## config.mk

```make
export PLATFORM = sky130hd
export DESIGN_NAME = fetch_queue_stage
export DESIGN_NICKNAME = d
export VERILOG_FILES = /design/src/rtl/fetch_queue_stage.sv
export SDC_FILE = /design/constraint.sdc
export NUM_CORES = 1
export LEC_CHECK = 0
export CAP_MARGIN = 10
export CORE_MARGIN = 2
export CORE_UTILIZATION = 35
export DETAILED_ROUTE_END_ITERATION = 7
export SYNTH_ARGS = -nofsm -noshare
export SYNTH_HDL_FRONTEND = slang
export SYNTH_SLANG_ARGS = --single-unit
```

## constraint.sdc

```tcl
create_clock -name CLK -period 6.4 [get_ports CLK]
set_input_delay 0.64 -clock CLK [delete_from_list [all_inputs] [get_ports CLK]]
set_output_delay 0.64 -clock CLK [all_outputs]
set_load 0.05 [all_outputs]
```

## src/rtl/fetch_queue_stage.sv

```systemverilog
// rtl/fetch_queue_stage.sv - fetch PC owner with one-outstanding imem read and DEPTH-entry {pc, instr} queue
module fetch_queue_stage #(
    parameter int                 WORD_W   = 32,
    parameter int                 DEPTH    = 4,
    parameter logic [WORD_W-1:0]  RESET_PC = '0,
    parameter int                 PC_STEP  = 4
) (
    input  logic                     CLK,
    input  logic                     nRST,
    output logic                     imemREN,
    output logic [WORD_W-1:0]        imemaddr,
    input  logic                     ihit,
    input  logic [WORD_W-1:0]        imemload,
    input  logic                     pred_taken,
    input  logic [WORD_W-1:0]        pred_target,
    input  logic                     misprediction,
    input  logic [WORD_W-1:0]        correct_pc,
    input  logic                     freeze,
    input  logic                     halt,
    output logic                     instr_valid,
    output logic [WORD_W-1:0]        instr,
    output logic [WORD_W-1:0]        pc,
    output logic [$clog2(DEPTH):0]   count
);

    localparam int PW = $clog2(DEPTH);
    localparam int CW = PW + 1;

    logic [WORD_W-1:0] fetch_pc;
    logic [WORD_W-1:0] drop_addr;
    logic              busy;
    logic              drop;
    logic [PW-1:0]     rd_ptr;
    logic [PW-1:0]     wr_ptr;
    logic [WORD_W-1:0] q_pc    [DEPTH];
    logic [WORD_W-1:0] q_instr [DEPTH];

    logic hit;
    logic enq;
    logic deq;

    // Gated by nRST so the request drops the instant reset asserts, not at the next edge.
    assign imemREN  = nRST && (busy || ((count < CW'(DEPTH)) && !halt));
    assign imemaddr = drop ? drop_addr : fetch_pc;

    assign hit = ihit && imemREN;
    assign enq = hit && !drop && !misprediction;
    assign deq = instr_valid && !freeze && !misprediction;

    assign instr_valid = (count != '0);
    assign instr       = instr_valid ? q_instr[rd_ptr] : '0;
    assign pc          = instr_valid ? q_pc[rd_ptr]    : '0;

    always_ff @(posedge CLK) begin
        if (enq) begin
            q_pc[wr_ptr]    <= fetch_pc;
            q_instr[wr_ptr] <= imemload;
        end
    end

    always_ff @(posedge CLK or negedge nRST) begin
        if (!nRST) begin
            fetch_pc  <= RESET_PC;
            drop_addr <= '0;
            busy      <= 1'b0;
            drop      <= 1'b0;
            rd_ptr    <= '0;
            wr_ptr    <= '0;
            count     <= '0;
        end else begin
            if (hit)
                busy <= 1'b0;
            else if (imemREN)
                busy <= 1'b1;

            if (misprediction) begin
                rd_ptr   <= '0;
                wr_ptr   <= '0;
                count    <= '0;
                fetch_pc <= correct_pc;
                // An unanswered request must keep its address on the bus; its reply is discarded later.
                if (hit)
                    drop <= 1'b0;
                else if (imemREN && !drop) begin
                    drop      <= 1'b1;
                    drop_addr <= imemaddr;
                end
            end else begin
                if (hit && drop)
                    drop <= 1'b0;
                if (enq) begin
                    wr_ptr   <= wr_ptr + PW'(1);
                    fetch_pc <= pred_taken ? pred_target : fetch_pc + WORD_W'(PC_STEP);
                end
                if (deq)
                    rd_ptr <= rd_ptr + PW'(1);
                if (enq && !deq)
                    count <= count + CW'(1);
                else if (!enq && deq)
                    count <= count - CW'(1);
            end
        end
    end

endmodule
```

## Yosys cells after proc, flatten, opt, wreduce, memory -nomap -nowiden

Memories as Yosys holds them, arrays and structs flattened.
Index checks and enable logic that the tools add are counted.

| storage, ports and cells | value |
|---|---|
| memories kept | 2 |
| bits in registers | 73 |
| output and inout port bits | 101 |
| logic and storage cells | 64 |
| bits in writable memories | 256 |
| input port bits | 103 |

| cells by class | value |
|---|---|
| $lt $le $gt $ge | 1 |
| bitwise operators | 1 |
| muxes and demuxes | 21 |
| equality and inequality tests | 1 |
| reduce and logical (&&, ||, !) cells | 26 |
| add/sub/neg operators | 5 |

Memories:

| name | words | bits a word | rd ports | clocked after memory_dff | wr ports | line | RTL |
|---|---|---|---|---|---|---|---|
| q_instr | 4 | 32 | 1 | 0 | 1 | 36 | `logic [WORD_W-1:0] q_instr [DEPTH];` |
| q_pc | 4 | 32 | 1 | 0 | 1 | 35 | `logic [WORD_W-1:0] q_pc [DEPTH];` |

Operators by type and width:

| cell | number |
|---|---|
| two-way mux 32 bit | 6 |
| adder 32 x 3 -> 32 bit, second input constant | 1 |
| logical AND 1 bit | 11 |
| two-way mux 3 bit | 3 |
| two-way mux 1 bit | 8 |
| two-way mux 2 bit | 4 |
| nonzero test 2 bit | 4 |
| zero test 1 bit | 6 |
| nonzero test 3 bit | 2 |
| adder 2 x 1 -> 2 bit, second input constant | 2 |
| adder 3 x 1 -> 3 bit, second input constant | 1 |
| < comparator 3 bit, second input constant | 1 |
| != test 3 x 1 -> 1 bit, second input constant | 1 |
| AND reduction 3 bit | 1 |
| subtractor 3 x 1 -> 3 bit, second input constant | 1 |
| AND reduction 2 bit | 1 |
| logical OR 1 bit | 1 |
| NOT 1 bit | 1 |

## Logic depth before layout (Yosys ltp)

Gate-level depths: netlist of the first run.

| depth | value |
|---|---|
| depth after elaboration | 12 |
| mapped depth | 8 |
| gate-level depth less buffers | 7 |

## Worst setup path before layout of the first run

Ideal clock, no wire load.

| path | value |
|---|---|
| kind | flip-flop to flip-flop |
| from | reg count[2] |
| to | mem q_instr[0][0], enable pin |
| arrival | 2.844 ns |
| setup time | 0.429 ns |
| data required time | 5.971 ns |
| path slack | 3.128 ns |
| buffers on the path | 0 |
| clock period less this slack | 3.272 ns |
| cell stages (with the launch flop) | 5 |
| cells stage by stage | dfrtp_1 -> o21bai_2 -> nand2_1 -> nor3_1 -> and2_1 |

| on the way | value |
|---|---|
| cells in the longest elaborated chain, start to end | 9 |

Ends and longest elaborated chain:

| item | line | RTL |
|---|---|---|
| from (decl) | 23 | `output logic [$clog2(DEPTH):0] count` |
| from (signal assigned) | 98 | `count <= count + CW'(1);` |
| from (signal assigned) | 100 | `count <= count - CW'(1);` |
| < comparator 3 bit | 43 | `assign imemREN = nRST && (busy \|\| ((count < CW'(DEPTH)) && !halt));` |
| logical AND 1 bit | 43 |  |
| logical OR 1 bit | 43 |  |
| logical AND 1 bit | 43 |  |
| logical AND 1 bit | 46 | `assign hit = ihit && imemREN;` |
| logical AND 1 bit (2 in series) | 47 | `assign enq = hit && !drop && !misprediction;` |
| two-way mux 1 bit | 55 | `if (enq) begin` |
| two-way mux 1 bit (implied by the code) | 57 | `q_instr[wr_ptr] <= imemload;` |
| to (decl) | 36 |  |

Every way passes these cells.

## Worst setup path in the final report of the first run

| path | value |
|---|---|
| from | reg rd_ptr[0] |
| to | out pc[23] |

| on the way | value |
|---|---|
| cells in the longest elaborated chain, start to end | 2 |

Ends and longest elaborated chain:

| item | line | RTL |
|---|---|---|
| from (decl) | 33 | `logic [PW-1:0] rd_ptr;` |
| from (signal assigned) | 96 | `rd_ptr <= rd_ptr + PW'(1);` |
| memory read (4 x 32 bit) | n/a |  |
| two-way mux 32 bit | 52 | `assign pc = instr_valid ? q_pc[rd_ptr] : '0;` |
| to (decl) | 22 | `output logic [WORD_W-1:0] pc,` |

Every way passes these cells.

==> results of run 1 <==
-- area by class of cell --
cell class / instances / area (µm²)
Sequential cell: 329 / 9520
Timing Repair Buffer: 217 / 2130
Fill cell: 3539 / 21900
Clock inverter: 22 / 200
Tap cell: 525 / 657
Inverter: 8 / 30.0
Clock buffer: 42 / 945
Multi-Input combinational cell: 469 / 4280
-- cell usage in the layout, fill, tap and decap left out, types with 7 or more instances in the layout --
cell,synthesis,layout
sky130_fd_sc_hd__buf_4,2,14
sky130_fd_sc_hd__nand4_1,10,10
sky130_fd_sc_hd__edfxtp_1,256,256
sky130_fd_sc_hd__nand3_1,10,10
sky130_fd_sc_hd__clkinv_1,0,12
sky130_fd_sc_hd__nor3_1,10,10
sky130_fd_sc_hd__dfrtp_1,73,71
sky130_fd_sc_hd__nor2_1,30,30
sky130_fd_sc_hd__a21oi_1,24,24
sky130_fd_sc_hd__and3_1,7,7
sky130_fd_sc_hd__inv_1,8,8
sky130_fd_sc_hd__a31oi_1,13,13
sky130_fd_sc_hd__nor4_1,8,7
sky130_fd_sc_hd__clkdlybuf4s50_1,0,201
sky130_fd_sc_hd__o21ai_0,37,37
sky130_fd_sc_hd__mux2_2,65,65
sky130_fd_sc_hd__nand2_1,35,35
sky130_fd_sc_hd__mux4_2,64,64
sky130_fd_sc_hd__clkbuf_16,0,37
sky130_fd_sc_hd__and2_1,69,65
-- cell usage after synthesis, types with 10 or more instances --
cell type                  number
sky130_fd_sc_hd__a21oi_1       24
sky130_fd_sc_hd__a31oi_1       13
sky130_fd_sc_hd__and2_1        69
sky130_fd_sc_hd__buf_1         13
sky130_fd_sc_hd__clkbuf_1      30
sky130_fd_sc_hd__dfrtp_1       73
sky130_fd_sc_hd__edfxtp_1     256
sky130_fd_sc_hd__mux2_2        65
sky130_fd_sc_hd__mux4_2        64
sky130_fd_sc_hd__nand2_1       35
sky130_fd_sc_hd__nand3_1       10
sky130_fd_sc_hd__nand4_1       10
sky130_fd_sc_hd__nor2_1        30
sky130_fd_sc_hd__nor3_1        10
sky130_fd_sc_hd__o21ai_0       37
-- layer usage --
metal,share of wire (%),vias up,wire [µm]
met5,0,-,0
met4,2.0,0,681
met3,6.1,53,2130
met2,46,285,16000
met1,46,4275,16000
li1,-,3806,-
-- where the power goes --
part           switching (mW)  internal (mW)
Sequential              0.266           2.51
Clock                   0.810           1.21
Combinational            1.86           1.16
-- critical path, stage by stage (launching register included) --
cell                              delay, ns
sky130_fd_sc_hd__dfrtp_4               1.12
sky130_fd_sc_hd__buf_4                 0.48
sky130_fd_sc_hd__mux4_2                0.57
sky130_fd_sc_hd__and2_1                0.17
sky130_fd_sc_hd__clkdlybuf4s50_1       0.70
-- cells by family (layout without fill, tap and decap cells) --
| group | count (synthesis) | in the layout | synth area share (%) |
|---|---|---|---|
| DFF | 329 | 329 | 67.8 |
| AOI/OAI and AO/OA | 121 | 121 | 5.60 |
| and+or+nand+nor | 201 | 201 | 7.87 |
| xor gates and xnor gates | 7 | 7 | 0.437 |
| adders and majority gates | 6 | 6 | 0.588 |
| buffers and inverters | 62 | 289 | 1.91 |
| muxes | 134 | 134 | 15.8 |
-- per-stage QoR --
stage,hold WS (ns),setup slack [ns],power (mW),cells
finish,0.473,2.17,7.82,1612
global route,0.478,1.89,8.17,1612
CTS,0.471,2.01,7.94,1612
detailed placement,0.462,2.57,5.89,1547
global placement,0.464,2.58,5.86,1547
floorplan,0.344,3.13,4.83,860
-- flip-flops by register name, summed over array words and instances (netlist names) --
register,flops
busy,1
drop,1
q_instr,128
count,3
q_pc,128
fetch_pc,32
rd_ptr,2
wr_ptr,2
drop_addr,32
-- timing repair --
item	4_1_cts	5_1_grt
endpoints found under the hold margin	7	0
hold buffers	1	0
buffers inserted	0	0
-- how the worst max path moves through the flow --
stage	cells past startpoint	end	from
2_1_floorplan	4	q_instr[0][0]$_DFFE_PP_	count[2]$_DFFE_PN0P_
3_3_place_gp	4	pc[23]	rd_ptr[0]$_DFFE_PN0P_
3_5_place_dp	4	pc[23]	rd_ptr[0]$_DFFE_PN0P_
4_1_cts	4	pc[23]	rd_ptr[0]$_DFFE_PN0P_
5_1_grt	4	pc[23]	rd_ptr[0]$_DFFE_PN0P_
6_report	4	pc[23]	rd_ptr[0]$_DFFE_PN0P_
==> run_results.csv, run 1 <==
group,metric,value,unit
global_route,grt-busiest-layer,"met2",
synthesis,syn_nets,969,
synthesis,avgSynthCellArea,16.3,µm²
clock_tree,htree_num_levels,2,
place,placement.io_buffers,203,
global_route,grt_start_max_net_pins,67,
flow_run,drv_cap,0,
global_route,use_met3,3.35,%
min_path,hold_path.startpoint,"busy$_DFFE_PN0P_",
power_and_ir_drop,irDropWorstVdd,0.000249,V
die,io_pins,204,
place,postPlaceCellArea,16600,µm²
min_path,min_path_type,"reg2reg",
clock_tree,cts-buffers-inserted,36,
sta,setup_viol,0,
min_path,hold_path_depth,2,
synthesis,yosys_synthesis_warning_count,0,
place,gp_congestion,0.815,
clock_tree,cts_num_sinks,329,
die,die_area,41700,µm²
synthesis,synthesis.area,14000,µm²
drt,drt_wl_total,34.8,mm
sta,fmax,236,MHz
synthesis,ys_ff_latch,329,
clock_tree,insertion_delay,0.52,ns
final_layout,post-route-util,44.8,%
sta,final.setup.tns,0,ns
die,floorplan.rows,73,
final_layout,synthToLayoutAreaGrowth,26.5,%
setup_path,reg2reg_setup_slack,3.49,ns
setup_path,worstReg2RegEnd,"q_instr[0][7]$_DFFE_PP_",
setup_path,timing.critical_path.fanout_max,50,
setup_path,required,5.76,ns
die,core,39600,µm²
drt,ant_nets,0,
global_route,antenna_violations_before_repair,1,
global_route,wire_length_of_the_first_global_routing_pass,53.0,mm
power_and_ir_drop,leak_pwr,6.00,nW
setup_path,critPathLaunchType,"register",
drt,remaining_drc_errors,0,
sta,rsz0062_at_grt,"no",
final_layout,final_nets,1170,
sta,clock_skew,0.0159,ns
setup_path,critPathArrivalTime,3.59,ns
sta,final_period_minus_worst_setup_slack,4.23,ns
synthesis,synthDominantCellAreaShare,54.7,%
final_layout,final_layout_size_suffix_gt1_share,18.9,%
final_layout,final_area,17800,µm²
synthesis,netlist-cell-type-count,59,
run_status,status,"completed",
setup_path,worst_r2r_path_depth,5,
synthesis,syn_inst,860,
sta,timing_max_transition_violations_final,0,
synthesis,ys_top_cells_by_area,"sky130_fd_sc_hd__edfxtp_1 55%, sky130_fd_sc_hd__dfrtp_1 13%, sky130_fd_sc_hd__mux4_2 10%",
setup_path,r2r_start,"count[2]$_DFFE_PN0P_",
clock_tree,cts_tree,"built",
synthesis,synth-async-reset-ratio,22.2,%
drt,routed_via_density,5.22,
clock_tree,cts.reportedPaths.clkPinSlew,0.06,ns
synthesis,synth_flop_cell,"sky130_fd_sc_hd__edfxtp_1",
global_route,groute.layer.met2.usage,26.2,%
drt,dr.first_iter.drc_count,684,
synthesis,synth_area_leader_cell,"sky130_fd_sc_hd__edfxtp_1",
min_path,timing.hold.worst_endpoint,"busy$_DFFE_PN0P_",
die,die_w,204,µm
global_route,first_global_vias,8547,
global_route,gr-usage-all-layers,16.8,%
clock_tree,cts.repair.resized,0,
global_route,globalRoute.totalOverflow,0,
sta,final_hold_viol_count,0,
sta,slew_headroom,27.3,%
clock_tree,clk_path_buf_depth,3,
clock_tree,clock-root-buffer,"sky130_fd_sc_hd__clkbuf_16",
sta,min_period_over_period,66.1,%
synthesis,synth.yosys.seq_area_share,67.8,%
setup_path,criticalPathCategory,"reg2out",
drt,num_vias,8419,
drt,post_drt_wl_per_cell,21.6,µm
place,place.detailed.hpwl,21.7,mm
die,initial_utilization,35.4,%
global_route,grt_use_met1,24.1,%
die,chip_height,204,µm
sta,max_slew.worst_pin.slew,1.09,ns
synthesis,synth-edff-count,256,
drt,dr.pass1.iters,5,
final_layout,diodes,0,
power_and_ir_drop,power-per-cell-area,440,nW/µm²
setup_path,critical_path.endpoint_type,"primary output",
Power figures use the tool's default switching activity.
==> inputs of run 2 (changes only) <==
- clock period: 6.4 -> 4.3 ns (I/O delays scaled with it)
==> run_results.csv, run 2 (synthesis results as in run 1) <==
group,metric,value,unit
power_and_ir_drop,seq_power_share,34.4,%
power_and_ir_drop,clock_power_share,26.3,%
power_and_ir_drop,internal_power,7.37,mW
power_and_ir_drop,design_power_total,11.7,mW
clock_tree,cts_num_sinks,329,
setup_path,critPathArrivalTime,2.96,ns
sta,timing_max_transition_violations_final,0,
sta,fmax,295,MHz
drt,post_drt_wl_per_cell,21.2,µm
power_and_ir_drop,p_comb_share,39.3,%
die,floorplan.rows,73,
clock_tree,insertion_delay,0.53,ns
global_route,globalRoute.totalOverflow,0,
clock_tree,cts-buffers-inserted,36,
place,place_inst,1555,
sta,setup_viol,0,
power_and_ir_drop,power-per-cell-area,656,nW/µm²
global_route,gr-usage-all-layers,16.6,%
run_status,status,"completed",
clock_tree,clock-root-buffer,"sky130_fd_sc_hd__clkbuf_16",
sta,final.setup.tns,0,ns
global_route,wire_length_of_the_first_global_routing_pass,52.3,mm
die,chip_height,204,µm
setup_path,timing.critical_path.slowest_cell_delay,0.77,ns
setup_path,critical_path.endpoint_type,"primary output",
clock_tree,cts.reportedPaths.clkPinSlew,0.06,ns
final_layout,final_area,17900,µm²
drt,dr.pass1.iters,5,
die,core,39600,µm²
sta,min_period_over_period,78.8,%
sta,final_hold_viol_count,0,
place,placement.io_buffers,203,
final_layout,most-common-layout-cells,"256 x sky130_fd_sc_hd__edfxtp_1, 201 x sky130_fd_sc_hd__clkdlybuf4s50_1, 71 x sky130_fd_sc_hd__dfrtp_1, 65 x sky130_fd_sc_hd__and2_1, 65 x sky130_fd_sc_hd__mux2_2",
place,place.detailed.hpwl,22.3,mm
sta,slew_headroom,35.3,%
place,postPlaceCellArea,16700,µm²
clock_tree,htree_num_levels,2,
global_route,first_global_vias,8505,
global_route,antenna_violations_before_repair,1,
min_path,min_path_type,"in2async",
power_and_ir_drop,switching_power,4.38,mW
setup_path,crit_path_cell_trace,"buf_4, mux4_2, and2_1, clkdlybuf4s50_1",
sta,clock_skew,0.0259,ns
setup_path,critPathLaunchType,"register",
flow_run,drv_cap,0,
power_and_ir_drop,leak_pwr,6.08,nW
drt,ant_nets,0,
final_layout,mostFrequentLayoutCell,"sky130_fd_sc_hd__edfxtp_1",
final_layout,fillCellCount,3549,
setup_path,required,3.87,ns
drt,num_vias,8326,
final_layout,final_nets,1178,
die,io_pins,204,
final_layout,final_layout_size_suffix_gt1_share,19.7,%
clock_tree,postCtsSetupRepairBufs,0,
die,initial_utilization,35.4,%
clock_tree,cts_tree,"built",
place,gp_congestion,0.810,
drt,dr.first_iter.drc_count,715,
sta,final_period_minus_worst_setup_slack,3.39,ns
sta,final.hold.worst_slack,0.249,ns
setup_path,criticalPathCategory,"reg2out",
final_layout,largest_registers,"q_instr x128, q_pc x128",
die,die_w,204,µm
setup_path,timing.critical_path.fanout_max,31,
drt,drt_wl_total,34.3,mm
global_route,grt_start_max_net_pins,72,
final_layout,diodes,0,
sta,max_slew.worst_pin.slew,0.971,ns
power_and_ir_drop,swShare,37.3,%
power_and_ir_drop,irDropWorstVdd,0.000340,V
clock_tree,clk_path_buf_depth,3,
die,die_area,41700,µm²
drt,remaining_drc_errors,0,
sta,rsz0062_at_grt,"no",
setup_path,critical_path.slowest_cell,"sky130_fd_sc_hd__dfrtp_4",
final_layout,final_cell_count_no_fill,1621,
drt,routed_via_density,5.14,
final_layout,synthToLayoutAreaGrowth,27.6,%
==> run 2: cell count changes in the layout (fill, tap and decap cells not counted), sizes merged <==
cell,delta
inv,+2
bufinv,+1
clkbuf,+2
clkinv,-4
buf,+8
==> run 2: layout make-up <==
| cell class | instances | area, µm² | share of cell area [%] |
|---|---|---|---|
| flip-flops and latches | 329 | 9520 | 53.1 |
| multi-input cells | 469 | 4280 | 23.9 |
| repair buffers | 225 | 2240 | 12.5 |
| clock buffers | 44 | 952 | 5.31 |
| well taps | 525 | 657 | 3.67 |
| clock inverters | 21 | 236 | 1.32 |
| inverters | 8 | 30.0 | 0.168 |
==> run 2: power groups by stage <==
stage	combinational (mW)	sequential [mW]	clock (mW)
2_1_floorplan	3.21	3.98	0
3_3_place_gp	4.67	4.09	0
3_5_place_dp	4.68	4.11	0
4_1_cts	4.70	4.04	3.18
5_1_grt	4.88	4.09	3.31
6_report	4.62	4.04	3.09
==> run 2: what timing repair did <==
item / 4_1_cts / 5_1_grt
hold buffers: 1 / 0
endpoints found under the hold margin: 2 / 0
gates resized for setup: 0 / 0
==> run 2: path summary, 6_finish.rpt <==
path / startpoint / end / slack, ns / cells past startpoint
setup / recovery: rd_ptr[1]$_DFFE_PN0P_ / pc[24] / 0.91 / 4
max in group asynchronous: nRST / rd_ptr[1]$_DFFE_PN0P_ / 2.80 / 3
setup reg to reg: count[1]$_DFFE_PN0P_ / count[1]$_DFFE_PN0P_ / 1.41 / 6
hold / removal: nRST / busy$_DFFE_PN0P_ / 0.25 / 2
hold reg to reg: busy$_DFFE_PN0P_ / busy$_DFFE_PN0P_ / 0.49 / 2
min in group CLK: misprediction / fetch_pc[30]$_DFFE_PN0P_ / 0.37 / 3
==> run 2: through the flow <==
step | util, % | setup WS [ns]
floorplan | - | 1.03
global placement | 42.2 | 1.19
detailed placement | 42.2 | 1.11
CTS | 45.2 | 0.822
global route | 45.2 | 0.745
finish | 45.2 | 0.910
==> run 2: routing by layer <==
layer / wire length (µm) / vias to the layer above / global-route usage [%] / share of wire, %
met5: 0 / - / 0 / 0
met4: 768 / 0 / 4.76 / 2.2
met3: 2450 / 58 / 4.30 / 7.1
met2: 15300 / 288 / 24.9 / 45
met1: 15800 / 4179 / 23.9 / 46
li1: - / 3801 / - / -
==> run 2: worst max-delay path: cells and delay by family, from the launching register on <==
kind,cells,cell delay (ns)
simple gates,1,0.19
mux,1,0.37
flops,1,0.77
buf+inv,2,1.10
==> inputs of run 3 (changes only) <==
- clock period: 4.3 -> 2.9 ns (I/O delays scaled with it)
==> run_results.csv, run 3 (synthesis results as in run 1) <==
group,metric,value,unit
run_status,status,"completed",
sta,final_hold_viol_count,0,
setup_path,timing.critical_path.fanout_max,25,
setup_path,critPathLaunchType,"register",
sta,min_period_over_period,93.4,%
drt,drt_wl_total,34.4,mm
die,io_pins,204,
power_and_ir_drop,switching_power,6.66,mW
drt,dr.first_iter.drc_count,713,
setup_path,reg2reg_setup_slack,0.53,ns
global_route,wire_length_of_the_first_global_routing_pass,52.4,mm
sta,slew_headroom,39.2,%
sta,rsz0062_at_grt,"no",
setup_path,critPathArrivalTime,2.42,ns
setup_path,criticalPathCategory,"reg2out",
setup_path,critical_path.endpoint_type,"primary output",
power_and_ir_drop,leak_pwr,6.33,nW
die,die_area,41700,µm²
sta,timing_max_transition_violations_final,0,
final_layout,most-common-layout-cells,"256 x sky130_fd_sc_hd__edfxtp_1, 114 x sky130_fd_sc_hd__buf_4, 105 x sky130_fd_sc_hd__clkdlybuf4s50_1, 71 x sky130_fd_sc_hd__dfrtp_1",
final_layout,largest_registers,"q_instr x128, q_pc x128",
power_and_ir_drop,irDropWorstVdd,0.000542,V
global_route,globalRoute.totalOverflow,0,
die,initial_utilization,35.4,%
die,core,39600,µm²
clock_tree,insertion_delay,0.52,ns
die,die_w,204,µm
min_path,min_path_type,"in2async",
drt,dr.pass1.iters,5,
place,placement.io_buffers,203,
clock_tree,htree_num_levels,2,
global_route,first_global_vias,8425,
setup_path,cp-endpoint,"instr_valid",
global_route,gr-usage-all-layers,16.5,%
setup_path,timing.critical_path.slowest_cell_delay,0.72,ns
sta,setup_viol,0,
final_layout,final_nets,1192,
clock_tree,postCtsHoldBufs,1,
clock_tree,cts_tree,"built",
final_layout,final_layout_size_suffix_gt1_share,29.7,%
die,chip_height,204,µm
drt,post_drt_wl_per_cell,21.0,µm
power_and_ir_drop,p_comb_share,39.6,%
sta,post-route-worst-setup-slack,0.192,ns
sta,final_period_minus_worst_setup_slack,2.71,ns
clock_tree,cts.reportedPaths.clkPinSlew,0.06,ns
setup_path,required,2.61,ns
flow_run,drv_cap,0,
clock_tree,cts_num_sinks,329,
drt,ant_nets,0,
clock_tree,cts.repair.resized,0,
final_layout,mostFrequentLayoutCell,"sky130_fd_sc_hd__edfxtp_1",
power_and_ir_drop,swShare,38.5,%
setup_path,r2r_start,"fetch_pc[2]$_DFFE_PN0P_",
clock_tree,clock-root-buffer,"sky130_fd_sc_hd__clkbuf_16",
power_and_ir_drop,power-per-cell-area,965,nW/µm²
place,postPlaceCellArea,16700,µm²
setup_path,crit_path_cell_trace,"or3_2, buf_4, clkdlybuf4s50_1",
drt,remaining_drc_errors,0,
global_route,grt_start_max_net_pins,68,
global_route,antenna_violations_before_repair,0,
place,gp_congestion,0.819,
setup_path,worst_r2r_path_depth,6,
drt,routed_via_density,5.18,
final_layout,final_area,17900,µm²
place,dp_worst_setup_slack,0.429,ns
power_and_ir_drop,seq_power_share,34.5,%
power_and_ir_drop,internal_power,10.6,mW
power_and_ir_drop,clock_power_share,25.9,%
place,place.detailed.hpwl,22.8,mm
sta,max_slew.worst_pin.slew,0.912,ns
sta,clock_skew,0.0137,ns
die,floorplan.rows,73,
setup_path,worstReg2RegEnd,"fetch_pc[24]$_DFFE_PN0P_",
sta,final.hold.worst_slack,0.130,ns
clock_tree,cts-buffers-inserted,37,
setup_path,critical_path.startpoint,"count[1]$_DFFE_PN0P_",
sta,final.setup.tns,0,ns
final_layout,synthToLayoutAreaGrowth,27.7,%
clock_tree,postCtsSetupRepairBufs,0,
clock_tree,clk_path_buf_depth,3,
sta,fmax,369,MHz
setup_path,critical_path.slowest_cell,"sky130_fd_sc_hd__clkdlybuf4s50_1",
drt,num_vias,8481,
## run 3: cell count changes in the layout (fill, tap and decap cells not counted)
cell and delta:
sky130_fd_sc_hd__bufinv_16 -3, sky130_fd_sc_hd__buf_4 +96, sky130_fd_sc_hd__clkbuf_8 +2, sky130_fd_sc_hd__buf_12 +13
sky130_fd_sc_hd__clkinv_2 +3, sky130_fd_sc_hd__inv_6 +1, sky130_fd_sc_hd__diode_2 +1, sky130_fd_sc_hd__clkinv_1 -2
sky130_fd_sc_hd__inv_8 +1, sky130_fd_sc_hd__inv_16 +1, sky130_fd_sc_hd__clkdlybuf4s50_1 -96
## run 3: final cells by class
cell class,count,area (µm²)
multi-input combinational,469,4280
antenna,1,2.50
tap,525,657
sequential,329,9520
timing repair buffer,238,2260
inverter,8,30.0
clock inverter,22,194
clock buffer,46,980
fill,3498,21700
## run 3: through the flow
| step | utilization, % | power [mW] | cells |
|---|---|---|---|
| final | 45.2 | 17.3 | 1638 |
| after CTS | 45.2 | 17.6 | 1637 |
| after global placement | 42.2 | 13.0 | 1568 |
| after global routing | 45.2 | 18.1 | 1637 |
| after floorplan | - | 10.7 | 860 |
| after detailed placement | 42.2 | 13.0 | 1568 |
## run 3: power by group through the flow
stage / logic, mW / clock network, mW / registers (mW)
finish: 6.86 / 4.48 / 5.97
global route: 7.27 / 4.79 / 6.02
CTS: 6.98 / 4.61 / 5.96
detailed placement: 6.97 / 0 / 6.06
global placement: 6.94 / 0 / 6.04
floorplan: 4.75 / 0 / 5.90
## run 3: per-layer routing
metal | track usage (%) | share of wire (%) | wire, µm
met5 | 0 | 0 | 0
met3 | 2.77 | 5.2 | 1780
met1 | 24.6 | 48 | 16400
met4 | 3.42 | 1.3 | 432
met2 | 25.4 | 46 | 15700
## run 3: worst min path at each step
| stage | slack, ns | cells after the start | end | start |
|---|---|---|---|---|
| floorplan | -0.006 | 0 | busy$_DFFE_PN0P_ | nRST |
| global placement | 0.12 | 1 | busy$_DFFE_PN0P_ | nRST |
| detailed placement | 0.12 | 1 | busy$_DFFE_PN0P_ | nRST |
| CTS | 0.12 | 2 | busy$_DFFE_PN0P_ | nRST |
| global route | 0.14 | 2 | count[2]$_DFFE_PN0P_ | nRST |
| finish | 0.13 | 2 | count[1]$_DFFE_PN0P_ | nRST |
## run 3: worst max-delay path, delay by kind of cell (launching register included)
kind	cells	cell delay, ns
buffers and inverters	2	0.94
DFF	1	0.44
and+or+nand+nor	1	0.52
